### src/rtl/dmem_arbiter_pkg.sv
// Shared types and constants for the data-memory arbiter.
package dmem_arb_pkg;

    localparam int CNT_W = 3;

    typedef enum logic [1:0] {
        IDLE,
        BUSY,
        DONE
    } state_t;

    typedef enum logic {
        CPU = 1'b0,
        EXT = 1'b1
    } owner_t;

endpackage

### src/rtl/dmem_arbiter_rr_arb2.sv
// Two-requester round-robin picker: req[0] is the CPU, req[1] the external port.
module rr_arb2
    import dmem_arb_pkg::*;
(
    input  logic [1:0] req,
    input  owner_t     last,
    output logic [1:0] gnt,
    output owner_t     owner
);

    // Single requester wins outright; on a tie the side not granted last wins.
    always_comb begin
        owner = CPU;
        gnt   = '0;
        case (req)
            2'b01:   owner = CPU;
            2'b10:   owner = EXT;
            2'b11:   owner = (last == CPU) ? EXT : CPU;
            default: owner = CPU;
        endcase
        if (req != 2'b00) begin
            gnt = (owner == EXT) ? 2'b10 : 2'b01;
        end
    end

endmodule

### src/rtl/dmem_arbiter.sv
// Arbitrates the single-port data memory between the MEM-stage load/store
// path and an external port, sequencing each access through a fixed latency.
module dmem_arbiter
    import dmem_arb_pkg::*;
#(
    parameter int width = 32,
    parameter int LAT   = 1
) (
    input  logic             clk,
    input  logic             start,
    input  logic             cpu_memRead,
    input  logic             cpu_memWrite,
    input  logic [width-1:0] cpu_addr,
    input  logic [width-1:0] cpu_wdata,
    output logic [width-1:0] cpu_rdata,
    output logic             cpu_stall,
    input  logic             ext_req,
    input  logic             ext_we,
    input  logic [width-1:0] ext_addr,
    input  logic [width-1:0] ext_wdata,
    output logic             ext_ack,
    output logic [width-1:0] ext_rdata,
    output logic             mem_read,
    output logic             mem_write,
    output logic [width-1:0] mem_addr,
    output logic [width-1:0] mem_wdata,
    input  logic [width-1:0] mem_rdata
);

    localparam logic [CNT_W-1:0] CNT_LOAD = CNT_W'(LAT - 1);

    state_t             state_q, state_d;
    logic [CNT_W-1:0]   cnt_q, cnt_d;
    owner_t             owner_q, owner_d;
    owner_t             last_q, last_d;
    logic [width-1:0]   addr_q, addr_d;
    logic               write_q, write_d;
    logic [width-1:0]   rdata_q, rdata_d;

    logic               cpu_req;
    logic [1:0]         req;
    logic [1:0]         gnt;
    owner_t             win;
    logic               issue;
    logic               win_write;
    logic [width-1:0]   win_addr;
    logic [width-1:0]   win_wdata;

    assign cpu_req = cpu_memRead | cpu_memWrite;
    // Requests only compete while idle; BUSY/DONE never issue.
    assign req     = (state_q == IDLE) ? {ext_req, cpu_req} : 2'b00;

    rr_arb2 u_rr_arb2 (
        .req   (req),
        .last  (last_q),
        .gnt   (gnt),
        .owner (win)
    );

    // No issue while reset is asserted, so strobes stay low during reset.
    assign issue     = (|gnt) & ~start;
    // A CPU request with both read and write high is treated as a write.
    assign win_write = (win == EXT) ? ext_we    : cpu_memWrite;
    assign win_addr  = (win == EXT) ? ext_addr  : cpu_addr;
    assign win_wdata = (win == EXT) ? ext_wdata : cpu_wdata;

    // Next-state, counter and memory-side outputs.
    always_comb begin
        state_d   = state_q;
        cnt_d     = cnt_q;
        owner_d   = owner_q;
        last_d    = last_q;
        addr_d    = addr_q;
        write_d   = write_q;
        rdata_d   = rdata_q;
        mem_read  = 1'b0;
        mem_write = 1'b0;
        mem_addr  = addr_q;
        mem_wdata = '0;
        case (state_q)
            IDLE: begin
                if (issue) begin
                    mem_addr  = win_addr;
                    mem_wdata = win_wdata;
                    mem_read  = ~win_write;
                    mem_write = win_write;
                    owner_d   = win;
                    last_d    = win;
                    addr_d    = win_addr;
                    write_d   = win_write;
                    cnt_d     = CNT_LOAD;
                    state_d   = BUSY;
                end
            end
            BUSY: begin
                if (cnt_q == '0) begin
                    if (!write_q) begin
                        rdata_d = mem_rdata;
                    end
                    state_d = DONE;
                end else begin
                    cnt_d = cnt_q - CNT_W'(1);
                end
            end
            DONE: begin
                state_d = IDLE;
            end
            default: begin
                state_d = IDLE;
            end
        endcase
    end

    // State register; reset abandons any in-flight access.
    always_ff @(posedge clk) begin
        if (start) begin
            state_q <= IDLE;
            cnt_q   <= '0;
            owner_q <= CPU;
            last_q  <= EXT;
            addr_q  <= '0;
            write_q <= 1'b0;
            rdata_q <= '0;
        end else begin
            state_q <= state_d;
            cnt_q   <= cnt_d;
            owner_q <= owner_d;
            last_q  <= last_d;
            addr_q  <= addr_d;
            write_q <= write_d;
            rdata_q <= rdata_d;
        end
    end

    assign cpu_stall = cpu_req & ~((state_q == DONE) & (owner_q == CPU));
    assign ext_ack   = (state_q == DONE) & (owner_q == EXT);
    assign cpu_rdata = rdata_q;
    assign ext_rdata = rdata_q;

endmodule

### config.mk
export PLATFORM = sky130hd
export DESIGN_NAME = dmem_arbiter
export DESIGN_NICKNAME = d
export VERILOG_FILES = /design/src/rtl/dmem_arbiter_pkg.sv /design/src/rtl/dmem_arbiter_rr_arb2.sv /design/src/rtl/dmem_arbiter.sv
export SDC_FILE = /design/constraint.sdc
export NUM_CORES = 1
export LEC_CHECK = 0
export ABC_AREA = 1
export CAP_MARGIN = 10
export CORE_UTILIZATION = 32
export DETAILED_ROUTE_END_ITERATION = 8
export PLACE_DENSITY_LB_ADDON = 0.05
export SKIP_CTS_REPAIR_TIMING = 1
export SLEW_MARGIN = 20
export SYNTH_ARGS = -nofsm -noshare
export SYNTH_HDL_FRONTEND = slang
export SYNTH_SLANG_ARGS = --single-unit
### constraint.sdc
create_clock -name clk -period 1.4 [get_ports clk]
set_input_delay 0.28 -clock clk [delete_from_list [all_inputs] [get_ports clk]]
set_output_delay 0.28 -clock clk [all_outputs]
set_load 0.1 [all_outputs]
==> flow_metrics.env <==
export IMPL_status="complete, but fails checks"
export IMPL_violations="negative setup slack"
export IMPL_core_area_um2=12210
export IMPL_dpl_hpwl_um=13560
export IMPL_nFillCells=416
export IMPL_drc=0
export IMPL_synth_cell_types=24
export IMPL_grt_overflow=0
export IMPL_slew_violations=0
export IMPL_setup_ws_ns=-0.7670
export IMPL_drv_cap=0
export IMPL_syn_nets=822
export IMPL_wirelength_um=26330
export IMPL_slowest_stage="dfxtp_2"
export IMPL_syn2layout_area_growth_pct=175.4
export IMPL_die_w_um=114.9
export IMPL_worst_pin_slew_ns=0.4200
export IMPL_powerDensity_nw_per_um2=1099
export IMPL_grt_setup_unrepaired="true"
export IMPL_yosysMostFrequentCell="nor2_1"
export IMPL_ys_ff_latch=72
export IMPL_async_flop_share=0
export IMPL_htreeDepth=3
export IMPL_dieArea_um2=13190
export IMPL_arrival_ns=1.89
export IMPL_finClkSkew_ns=0.008534
export IMPL_critical_path_required_ns=1.12
export IMPL_synth_common_cells="nor2_1 (140), nand2_1 (111), inv_1 (76)"
export IMPL_ant_nets=0
export IMPL_grt_use_total=0.2634
export IMPL_vdd_ir_drop_max_uv=934.5
export IMPL_die_height_um=114.9
export IMPL_crit_top_cell="nand2_4"
export IMPL_syn_inst=654
export IMPL_vias_per_cell=5.378
export IMPL_timing_critical_path_buf_inv=3
export IMPL_via_count=6201
export IMPL_synth_edf_count=0
export IMPL_slew_headroom=0.7200
export IMPL_grt_pass1_vias=5700
export IMPL_finalPower_w=0.01234
export IMPL_timing_worst_setup_path_type="register to output port"
export IMPL_root_buffer="clkbuf_16"
export IMPL_cts_tree="built"
export IMPL_fmax_ghz=0.4615
export IMPL_synth_top_area_frac=0.3536
export IMPL_grt_max_degree=37
export IMPL_worstPathMaxFanout=7
export IMPL_final_min_clock_period_ns=2.167
export IMPL_clock_sinks=72
export IMPL_start_util=0.3338
export IMPL_place_congestion=0.7803
export IMPL_clk_path_buf_depth=2
export IMPL_pre_cts_slack_ns=-0.8168
export IMPL_path_clk_slew_ns=0.06
export IMPL_period_share=1.548
export IMPL_start_kind="register"
export IMPL_yosysTopAreaCell="dfxtp_1"
export IMPL_final_hold_viol_count=0
export IMPL_netlist_area_um2=4076
export IMPL_min_path_type="input port to register"
export IMPL_antenna_found_initial=1
export IMPL_synth_warnings=0
export IMPL_portBuffers=297
export IMPL_avgSynthCellArea_um2=6.233
export IMPL_drt_iter0_markers=541
export IMPL_synth_main_ff_cell="dfxtp_1"
export IMPL_grt_pass1_wl_um=27160
export IMPL_path_delay_family="simple AND/OR/NAND/NOR gates"
export IMPL_setup_viol=135
export IMPL_cts_buffers_inserted=9
export IMPL_nets=1147
export IMPL_cp_end_kind="output port"
export IMPL_wl_per_cell_um=22.83
export IMPL_io_pins=298
export IMPL_crit_chain="inv_4 > nand2_4 > nor2_8 > nand2_4 > clkbuf_16 > nand2_1 > nand3_2 > nand2_4 > buf_12"
export IMPL_synth_seq_area_share=0.3536
export IMPL_clk_latency_ns=0.34
export IMPL_leakage_nw=4.701
export IMPL_row_count=40
export IMPL_synthTopCellsByArea="dfxtp_1 (35%), nor2_1 (13%), nand2_1 (10%), nand3_1 (8.5%), o21ai_0 (7.4%)"
export IMPL_ff2ff_setup_slack_ns=-0.40
export IMPL_first_pass_iters=5
export IMPL_final_layout_size_suffix_gt1_frac=0.5234
export IMPL_max_stage_delay_ns=0.34
## power breakdown
group | switching [W] | total (W) | internal, W
Combinational | 0.00452 | 0.00732 | 0.00280
Sequential | 0.000208 | 0.00245 | 0.00224
Clock | 0.000906 | 0.00257 | 0.00166
Total | 0.00564 | 0.0123 | 0.00670
## tightest hold or removal path: cells and delay by family
family,cells,cell delay [ns]
buffers and inverters,2,0.35
and+or+nand+nor,1,0.06
## per-stage QoR
step | hold WS [ns] | utilization | instances | TNS, ns | area [um2]
2_1_floorplan | 0.4148 | - | 654 | -17.58 | 4952
3_3_place_gp | 0.4479 | 0.7758 | 1102 | -65.99 | 9474
3_5_place_dp | 0.4602 | 0.7758 | 1102 | -73.77 | 9474
4_1_cts | 0.3654 | 0.8031 | 1118 | -61.83 | 9807
5_1_grt | 0.4015 | 0.9195 | 1153 | -62.27 | 11230
6_report | 0.3983 | 0.9195 | 1153 | -54.94 | 11230
## final cells by class
type                            count  area [um2]  share of cell area
Antenna cell                        1       2.502           0.0002229
Tap cell                          168       210.2             0.01872
Multi-Input combinational cell    431        3431              0.3055
Inverter                           80       321.6             0.02864
Sequential cell                    72        1485              0.1323
Clock inverter                      4       76.32            0.006797
Timing Repair Buffer              385        5445              0.4850
Clock buffer                       12       256.5             0.02284
## cell families (layout without fill, tap and decap cells)
family	Yosys count	count (layout)	share of synthesized area
adders and majority gates	2	2	0.006138
buffers and inverters	152	481	0.1839
AOI/OAI and AO/OA	101	101	0.1249
other	0	1	0
and+or+nand+nor	326	327	0.3293
DFF	72	72	0.3536
xor gates and xnor gates	1	1	0.002149
## final timing paths
kind | cells after the start | endpoint | start
worst max-delay path | 9 | mem_addr[7] | state_q[1]$_SDFFE_PP0P_
worst min register to register | 2 | cnt_q[0]$_SDFFE_PP0P_ | cnt_q[0]$_SDFFE_PP0P_
worst min-delay path | 3 | state_q[1]$_SDFFE_PP0P_ | start
worst max register to register | 10 | addr_q[0]$_SDFF_PP0_ | state_q[1]$_SDFFE_PP0P_
## placed cells by master (no fill, tap or decap), types with 2 or more instances in the layout
master / count
nand3_2: 19
buf_4: 47
nand3_1: 35
nor2_1: 70
a21oi_1: 18
clkdlybuf4s50_1: 161
a21oi_2: 16
o21ai_4: 18
nor2_4: 53
o21ai_1: 4
dlymetal6s2s_1: 3
dfxtp_1: 37
dfxtp_2: 35
buf_12: 145
nand3_4: 15
o21ai_0: 27
buf_8: 3
o21ai_2: 16
nand2_4: 36
nor2_2: 18
clkinvlp_4: 2
bufinv_16: 2
clkbuf_8: 2
inv_4: 2
nand2_8: 8
nand2_2: 28
nand2_1: 43
inv_2: 8
buf_6: 10
inv_1: 68
clkbuf_16: 23
## routing by layer
layer | GRT usage | vias to the layer above | share of wire
met1 | 0.2638 | 2929 | 0.33
met2 | 0.5024 | 454 | 0.50
li1 | - | 2659 | -
met4 | 0.1065 | 0 | 0.064
met5 | 0 | - | 0
met3 | 0.08224 | 159 | 0.11
## state kept, by name, summed over array words and instances (netlist names)
register and cells:
write_q 1, cpu_rdata 32, owner_q 1, last_q 1, addr_q 32, cnt_q 3, state_q 2
Power figures use the tool's default switching activity.
